## config.mk

```make
export PLATFORM = sky130hd
export DESIGN_NAME = fact_bcd_conv
export DESIGN_NICKNAME = d
export VERILOG_FILES = /design/src/rtl/fact_bcd_conv.sv
export SDC_FILE = /design/constraint.sdc
export NUM_CORES = 1
export LEC_CHECK = 0
export BUFFER_PORTS_ARGS = -buffer_cell sky130_fd_sc_hd__buf_4
export CORE_AREA = 3 3 98 100
export CTS_BUF_LIST = sky130_fd_sc_hd__clkbuf_16
export DETAILED_ROUTE_END_ITERATION = 10
export DIE_AREA = 0 0 101 103
export HOLD_SLACK_MARGIN = 0.08
export RECOVER_POWER = 50
export SETUP_SLACK_MARGIN = 0.4
export SYNTH_ARGS = -nofsm -noshare
export SYNTH_HDL_FRONTEND = slang
export SYNTH_SLANG_ARGS = --single-unit
```

## constraint.sdc

```tcl
create_clock -name clk -period 1.5 [get_ports clk]
set_input_delay 0.075 -clock clk [delete_from_list [all_inputs] [get_ports clk]]
set_output_delay 0.075 -clock clk [all_outputs]
set_load 0.01 [all_outputs]
```

## src/rtl/fact_bcd_conv.sv

```systemverilog
// ---------------------------------------------------------------------------
// fact_bcd_conv
//
// Sequential binary-to-packed-BCD converter placed after the factorial unit.
// A request on `start` (the factorial `done`) captures `bin_in`. The result
// is then converted with shift-and-add-3 (double dabble), one input bit per
// clock. When the last bit has been shifted in, the result is written to
// `bcd_out` and `done` pulses for one cycle.
//
// Parameters
//   BIN_W   width of the binary input and number of shift iterations (>= 2)
//   DIGITS  number of BCD digits produced; 10**DIGITS must exceed 2**BIN_W-1
//
// Ports
//   clk      in   system clock, rising edge
//   reset_n  in   asynchronous active-low reset
//   start    in   conversion request, ignored while busy
//   bin_in   in   binary value, sampled together with start
//   busy     out  high while a conversion is in progress
//   done     out  one-cycle pulse when bcd_out is updated
//   bcd_out  out  packed BCD result, digit 0 (units) in [3:0], held between
//                 results
//
// Build option
//   FACT_BCD_LZB_EN  when defined, digits above the most significant non-zero
//                    digit are written as 4'hF (blank). Digit 0 is never
//                    blanked. Latency and handshake are the same in both
//                    builds.
// ---------------------------------------------------------------------------
module fact_bcd_conv #(
    parameter int BIN_W  = 16,
    parameter int DIGITS = 5
) (
    input  logic                  clk,
    input  logic                  reset_n,
    input  logic                  start,
    input  logic [BIN_W-1:0]      bin_in,
    output logic                  busy,
    output logic                  done,
    output logic [4*DIGITS-1:0]   bcd_out
);

    localparam int SCR_W = 4 * DIGITS;
    localparam int CNT_W = (BIN_W > 1) ? $clog2(BIN_W) : 1;

    typedef enum logic {
        IDLE  = 1'b0,
        SHIFT = 1'b1
    } state_t;

    state_t             state_q, state_d;
    logic [BIN_W-1:0]   shift_q, shift_d;
    logic [SCR_W-1:0]   scratch_q, scratch_d;
    logic [SCR_W-1:0]   bcd_q, bcd_d;
    logic [CNT_W-1:0]   cnt_q, cnt_d;
    logic               done_q, done_d;

    logic [SCR_W-1:0]   scratch_adj;
    logic [SCR_W-1:0]   scratch_shl;
    logic [BIN_W-1:0]   shift_shl;
    logic [SCR_W-1:0]   bcd_final;
    logic               last_iter;

    // Add-3 correction: each digit is corrected on its own, with no carry
    // into its neighbour. A digit of 5..9 becomes 8..12, so after the
    // following doubling its carry lands in the next digit up.
    genvar gi;
    generate
        for (gi = 0; gi < DIGITS; gi++) begin : g_adj
            assign scratch_adj[gi*4 +: 4] = (scratch_q[gi*4 +: 4] >= 4'd5)
                                          ? scratch_q[gi*4 +: 4] + 4'd3
                                          : scratch_q[gi*4 +: 4];
        end
    endgenerate

    // Shift {scratch, shift register} left by one bit. The MSB of the input
    // shift register enters scratch bit 0.
    assign scratch_shl = {scratch_adj[SCR_W-2:0], shift_q[BIN_W-1]};
    assign shift_shl   = {shift_q[BIN_W-2:0], 1'b0};

`ifdef FACT_BCD_LZB_EN
    // Blank the leading zeros. The scan runs from the top digit downwards
    // and stops blanking at the first non-zero digit. Digit 0 is never
    // scanned, so a zero input still shows its units digit.
    logic seen_nz;
    always_comb begin
        seen_nz   = 1'b0;
        bcd_final = scratch_shl;
        for (int i = DIGITS - 1; i >= 1; i--) begin
            if (scratch_shl[i*4 +: 4] != 4'd0) begin
                seen_nz = 1'b1;
            end
            if (!seen_nz) begin
                bcd_final[i*4 +: 4] = 4'hF;
            end
        end
    end
`else
    assign bcd_final = scratch_shl;
`endif

    assign last_iter = (state_q == SHIFT) && (cnt_q == CNT_W'(BIN_W - 1));

    always_comb begin
        state_d   = state_q;
        shift_d   = shift_q;
        scratch_d = scratch_q;
        cnt_d     = cnt_q;
        bcd_d     = bcd_q;
        done_d    = 1'b0;
        case (state_q)
            IDLE: begin
                if (start) begin
                    state_d   = SHIFT;
                    shift_d   = bin_in;
                    scratch_d = '0;
                    cnt_d     = '0;
                end
            end
            SHIFT: begin
                shift_d   = shift_shl;
                scratch_d = scratch_shl;
                cnt_d     = cnt_q + CNT_W'(1);
                if (last_iter) begin
                    state_d = IDLE;
                    bcd_d   = bcd_final;
                    done_d  = 1'b1;
                end
            end
            default: begin
                state_d = IDLE;
            end
        endcase
    end

    always_ff @(posedge clk or negedge reset_n) begin
        if (!reset_n) begin
            state_q   <= IDLE;
            shift_q   <= '0;
            scratch_q <= '0;
            cnt_q     <= '0;
            bcd_q     <= '0;
            done_q    <= 1'b0;
        end else begin
            state_q   <= state_d;
            shift_q   <= shift_d;
            scratch_q <= scratch_d;
            cnt_q     <= cnt_d;
            bcd_q     <= bcd_d;
            done_q    <= done_d;
        end
    end

    assign busy    = (state_q == SHIFT);
    assign done    = done_q;
    assign bcd_out = bcd_q;

endmodule

```

Yosys cells after proc, flatten, opt, wreduce, memory -nomap -nowiden

Index checks and enable logic that the tools add are counted.

Register bits: 62
Output and inout port bits: 22
Input bits: 19

Eq/ne operators: 2
Bitwise logic cells: 1
Reductions and logical operators: 2
Magnitude comparators: 5
Multiplexer cells: 16
Add/subtract/negate cells: 6

Operators by type and width:

| kind                                                                   | count |
|---|---|
| 20-bit case mux with 2 select lines                                    | 1 |
| 16-bit case mux with 2 select lines                                    | 1 |
| 4-bit by 3-bit >= comparator with 1-bit output (second input constant) | 5 |
| 20-bit two-way mux                                                     | 1 |
| 4-bit two-way mux                                                      | 5 |
| 4-bit by 2-bit adder with 4-bit output (second input constant)         | 4 |
| 16-bit two-way mux                                                     | 1 |
| 4-bit case mux with 2 select lines                                     | 1 |
| 4-bit by 1-bit adder with 4-bit output (second input constant)         | 1 |
| 4-bit equality test (second input constant)                            | 1 |
| 1-bit two-way mux                                                      | 4 |
| 3-bit by 2-bit adder with 3-bit output (second input constant)         | 1 |
| 3-bit two-way mux                                                      | 1 |
| 2-bit != test (second input constant)                                  | 1 |
| 1-bit case mux with 2 select lines                                     | 1 |
| 2-bit AND reduction                                                    | 1 |
| 1-bit logical AND                                                      | 1 |
| 1-bit NOT                                                              | 1 |

Logic depth before layout (Yosys ltp)

Word-level depth: 4
Gate-level depth with buffers: 6

Least setup slack after synthesis

OpenSTA, ideal clock, no wires.

Path type: flip-flop to flip-flop
Start point: register scratch_q[16]
End point: register scratch_q[18]
Stages on the path, launching flop included: 6
Arrival time: 1.358 ns
Data required time: 1.421 ns
Library setup time: 0.079 ns
Slack: 0.062 ns
Cell sequence: dfrtp_1 -> ha_1 -> nand2b_1 -> a21oi_1 -> mux2_1 -> mux2i_1

Longest elaborated chain between the ends: 3
Elaborated cells between the ends (all ways): 4

Ends and longest elaborated chain:

| item                                                                                                     | RTL line | text |
|---|---|---|
| start, declared                                                                                          | 53       | `logic [SCR_W-1:0] scratch_q, scratch_d;` |
| start signal, assigned                                                                                   | 147      | `scratch_q <= scratch_d;` |
| 4-bit by 3-bit >= comparator with 1-bit output or 3-bit by 2-bit adder with 3-bit output (tied branches) | 70, 71   |  |
| 3-bit two-way mux *                                                                                      | 71       | `? scratch_q[gi*4 +: 4] + 4'd3` |
| 20-bit case mux with 2 select lines *                                                                    | 111      | `case (state_q)` |

Every way passes the cells marked *; elsewhere a longest branch is shown, timed or not.
A chain may end at the register's enable or synchronous reset.

Worst setup path after layout

Start point: register scratch_q[8]
End point: register bcd_q[10] (netlist: bcd_out[10])

Longest elaborated chain between the ends: 2
Elaborated cells between the ends (all ways): 3

Ends and longest elaborated chain:

| item                                                                                                     | RTL line | text |
|---|---|---|
| 4-bit by 2-bit adder with 4-bit output or 4-bit by 3-bit >= comparator with 1-bit output (tied branches) | 71, 70   |  |
| 4-bit two-way mux *                                                                                      | 71       |  |
| end signal, assigned                                                                                     | 142      | `bcd_q <= '0;` |
| end signal, assigned                                                                                     | 149      | `bcd_q <= bcd_d;` |
| end, declared                                                                                            | 54       | `logic [SCR_W-1:0] bcd_q, bcd_d;` |

Marked as above.

==> results.toml <==
[run_status]
status = "finished, violations left"
violations = "negative setup slack"

[cts]
clkLatencyLatePin_ns = 0.33
h-tree-depth = 3
cts_tree = "yes"
clockBufferDepth = 2
clock-sinks = 62
clkSlewWorstSetupHoldPaths_ns = 0.06
clk_root_buffer_cell = "clkbuf_16"
numCtsBuffers = 9

[die]
pin_count = 41
die-area_um2 = 10400
row_count = 34
die_h_um = 103
fp.coreArea_um2 = 8760
die_w_um = 101
initial_core_util_pct = 34.7

[timing]
period_share_pct = 100
fin_crit_ns = 1.50
setup_tns_ns = -0.00261
rsz0062_at_grt = "true"
max_freq_mhz = 666
fin_skew_ns = 0.00609
finalSetupViolCount = 1
hold_violations = 0
setup_slack_ns = -0.00261
tightestPinTransition_ns = 0.650
drv_slew = 0
hold_slack_ns = 0.215
slew-limit-headroom_pct = 56.7

[yosys]
yosysUniqueCellTypes = 28
ys.flop_type = "dfrtp_1"
ys.warnings.count = 0
ys_seq_elements = 62
synth_area_leader_cell = "dfrtp_1"
yosysTopAreaCellShare_pct = 51.1
async_flop_share_pct = 100
synthCells = 274
syn_area_um2 = 3040
ys_seq_area_share_pct = 51.1
synthTopCellsByArea = "dfrtp_1, mux2i_1, o21ai_1, ha_1, mux2_4"
synth.avg_cell_area_um2 = 11.1
synth_edf_count = 0
synth_nets = 304

[power_and_ir_drop]
p_per_area_nw_per_um2 = 2260
leakage_nw = 2.15
total_power_mw = 10.6
ir_drop_uv = 789

[global_routing]
grt_pass1_vias = 2415
antenna_found_initial = 0
track_usage_pct = 14.2
grt-ovfl-total = 0
grt_max_degree = 51
grt_pass1_wl_um = 11500

[run]
max_cap_violations = 0

[routing]
routed_via_density = 4.88
post_drt_wl_per_cell_um = 15.2
dr_total_vias = 2372
drt_first_pass_iters = 4
drc = 0
ant_nets = 0
drt_wl_total_um = 7390
drt_iter0_drc = 58

[cells_and_area]
drive_above_1_share_pct = 47.1
num_antenna_cells = 0
utilization_pct = 53.6
syn2layout_area_growth_pct = 54.7
fillers = 755
final_nets = 403

[placed_design]
hpwl_um = 4140
io_buffers = 40
gp_congestion = 0.711

[worst_setup_path]
worstPathArrival_ns = 1.77
cp_max_fo = 4
cp-start-kind = "register"
end_kind = "register"
worstSetupPathType = "register to register"
cp.required_ns = 1.77

[hold_path]
hp-class = "input port to register"
## worst paths after layout
| kind | from | to | slack, ns | cells after the start |
|---|---|---|---|---|
| setup / recovery | scratch_q[8]$_DFFE_PN0P_ | bcd_out[10]$_DFFE_PN0P_ | -0.003 | 5 |
| min in group asynchronous | reset_n | scratch_q[18]$_DFFE_PN0P_ | 0.32 | 2 |
| hold / removal | start | scratch_q[0]$_DFFE_PN0P_ | 0.22 | 2 |
| hold reg to reg | bcd_out[16]$_DFFE_PN0P_ | bcd_out[16]$_DFFE_PN0P_ | 0.48 | 2 |
| max in group asynchronous | reset_n | scratch_q[8]$_DFFE_PN0P_ | 0.59 | 3 |
| setup reg to reg | scratch_q[8]$_DFFE_PN0P_ | bcd_out[10]$_DFFE_PN0P_ | -0.003 | 5 |
## worst max-delay path, stage by stage (launching register included)
cell,delay (ns)
dfrtp_2,0.44
ha_4,0.16
nand2b_4,0.15
a21oi_4,0.22
mux2i_2,0.29
mux2_4,0.18
## routing by layer
metal	track usage (%)	vias up	part of all wire [%]
li1	-	1144	-
met1	16.7	1184	44
met2	25.0	34	52
met3	3.11	10	3.2
met4	5.93	0	1.4
met5	0	-	0
## power breakdown
part	internal (mW)	switching [mW]	leakage, nW
combinational	3.08	2.48	1.24
sequential	2.42	0.777	0.785
clock	1.10	0.771	0.125
total	6.60	4.03	2.15
## flip-flops by register name, indices dropped and copies added (netlist names)
name       cells
done           1
bcd_out       20
shift_q       16
cnt_q          4
scratch_q     20
busy           1
## cell families after synthesis
family	Yosys count	synth area share, %
fa+ha+maj	11	4.53
buf+inv	25	4.08
mux	40	14.5
compound gates	58	11.2
xor+xnor	7	2.02
simple gates	71	12.5
flops	62	51.1
## through the flow
stage	cell area [um2]	setup slack [ns]	instances
floorplan	3180	0.153	274
global placement	3590	0.0481	416
detailed placement	3590	0.0128	416
CTS	4390	0.0566	472
global route	4700	-0.0695	486
finish	4700	-0.00261	486
## cell usage after synthesis (2+ instances only)
| library cell | instances |
|---|---|
| nor2_1 | 4 |
| a21oi_1 | 10 |
| buf_4 | 2 |
| nor3b_1 | 12 |
| o21ai_1 | 29 |
| buf_2 | 9 |
| nand2b_1 | 17 |
| nor3_1 | 4 |
| mux2_4 | 8 |
| a21oi_2 | 4 |
| inv_1 | 10 |
| xnor2_1 | 6 |
| a22o_1 | 3 |
| dfrtp_1 | 62 |
| mux2i_1 | 31 |
| clkbuf_1 | 2 |
| ha_1 | 11 |
| o21ai_0 | 2 |
| a21o_1 | 9 |
| nand2_1 | 31 |
## what timing repair did
item                       CTS  global route
gates cloned                 1             1
hold endpoints to repair    64             0
pin swaps                    3            20
hold buffers                17             0
gates resized for setup     41            65
setup endpoints to repair   41            58
setup buffers               22            13
## cell usage in the layout (no fill, tap or decap), types with 5 or more instances in the layout
cell,n
o21ai_2,10
dfrtp_1,59
mux2_4,9
a21oi_2,8
nand2_1,20
nand2_2,6
clkbuf_16,10
buf_6,8
ha_4,9
nand2b_4,6
nor3b_2,5
nand2b_1,11
nand2_4,5
mux2i_1,27
a21oi_4,5
o21ai_1,19
buf_4,51
a21o_1,9
dlygate4sd3_1,17
clkbuf_1,20
inv_2,10
## cell type report
class                   count  area (um2)  share of cell area (%)
clock inverters             7        41.3                   0.879
well taps                 108         135                    2.88
flip-flops and latches     62        1560                    33.1
inverters                  11        48.8                    1.04
clock buffers               9         225                    4.79
repair buffers            102         831                    17.7
multi-input cells         187        1860                    39.6
No activity file was read; power rests on OpenSTA's default activity.
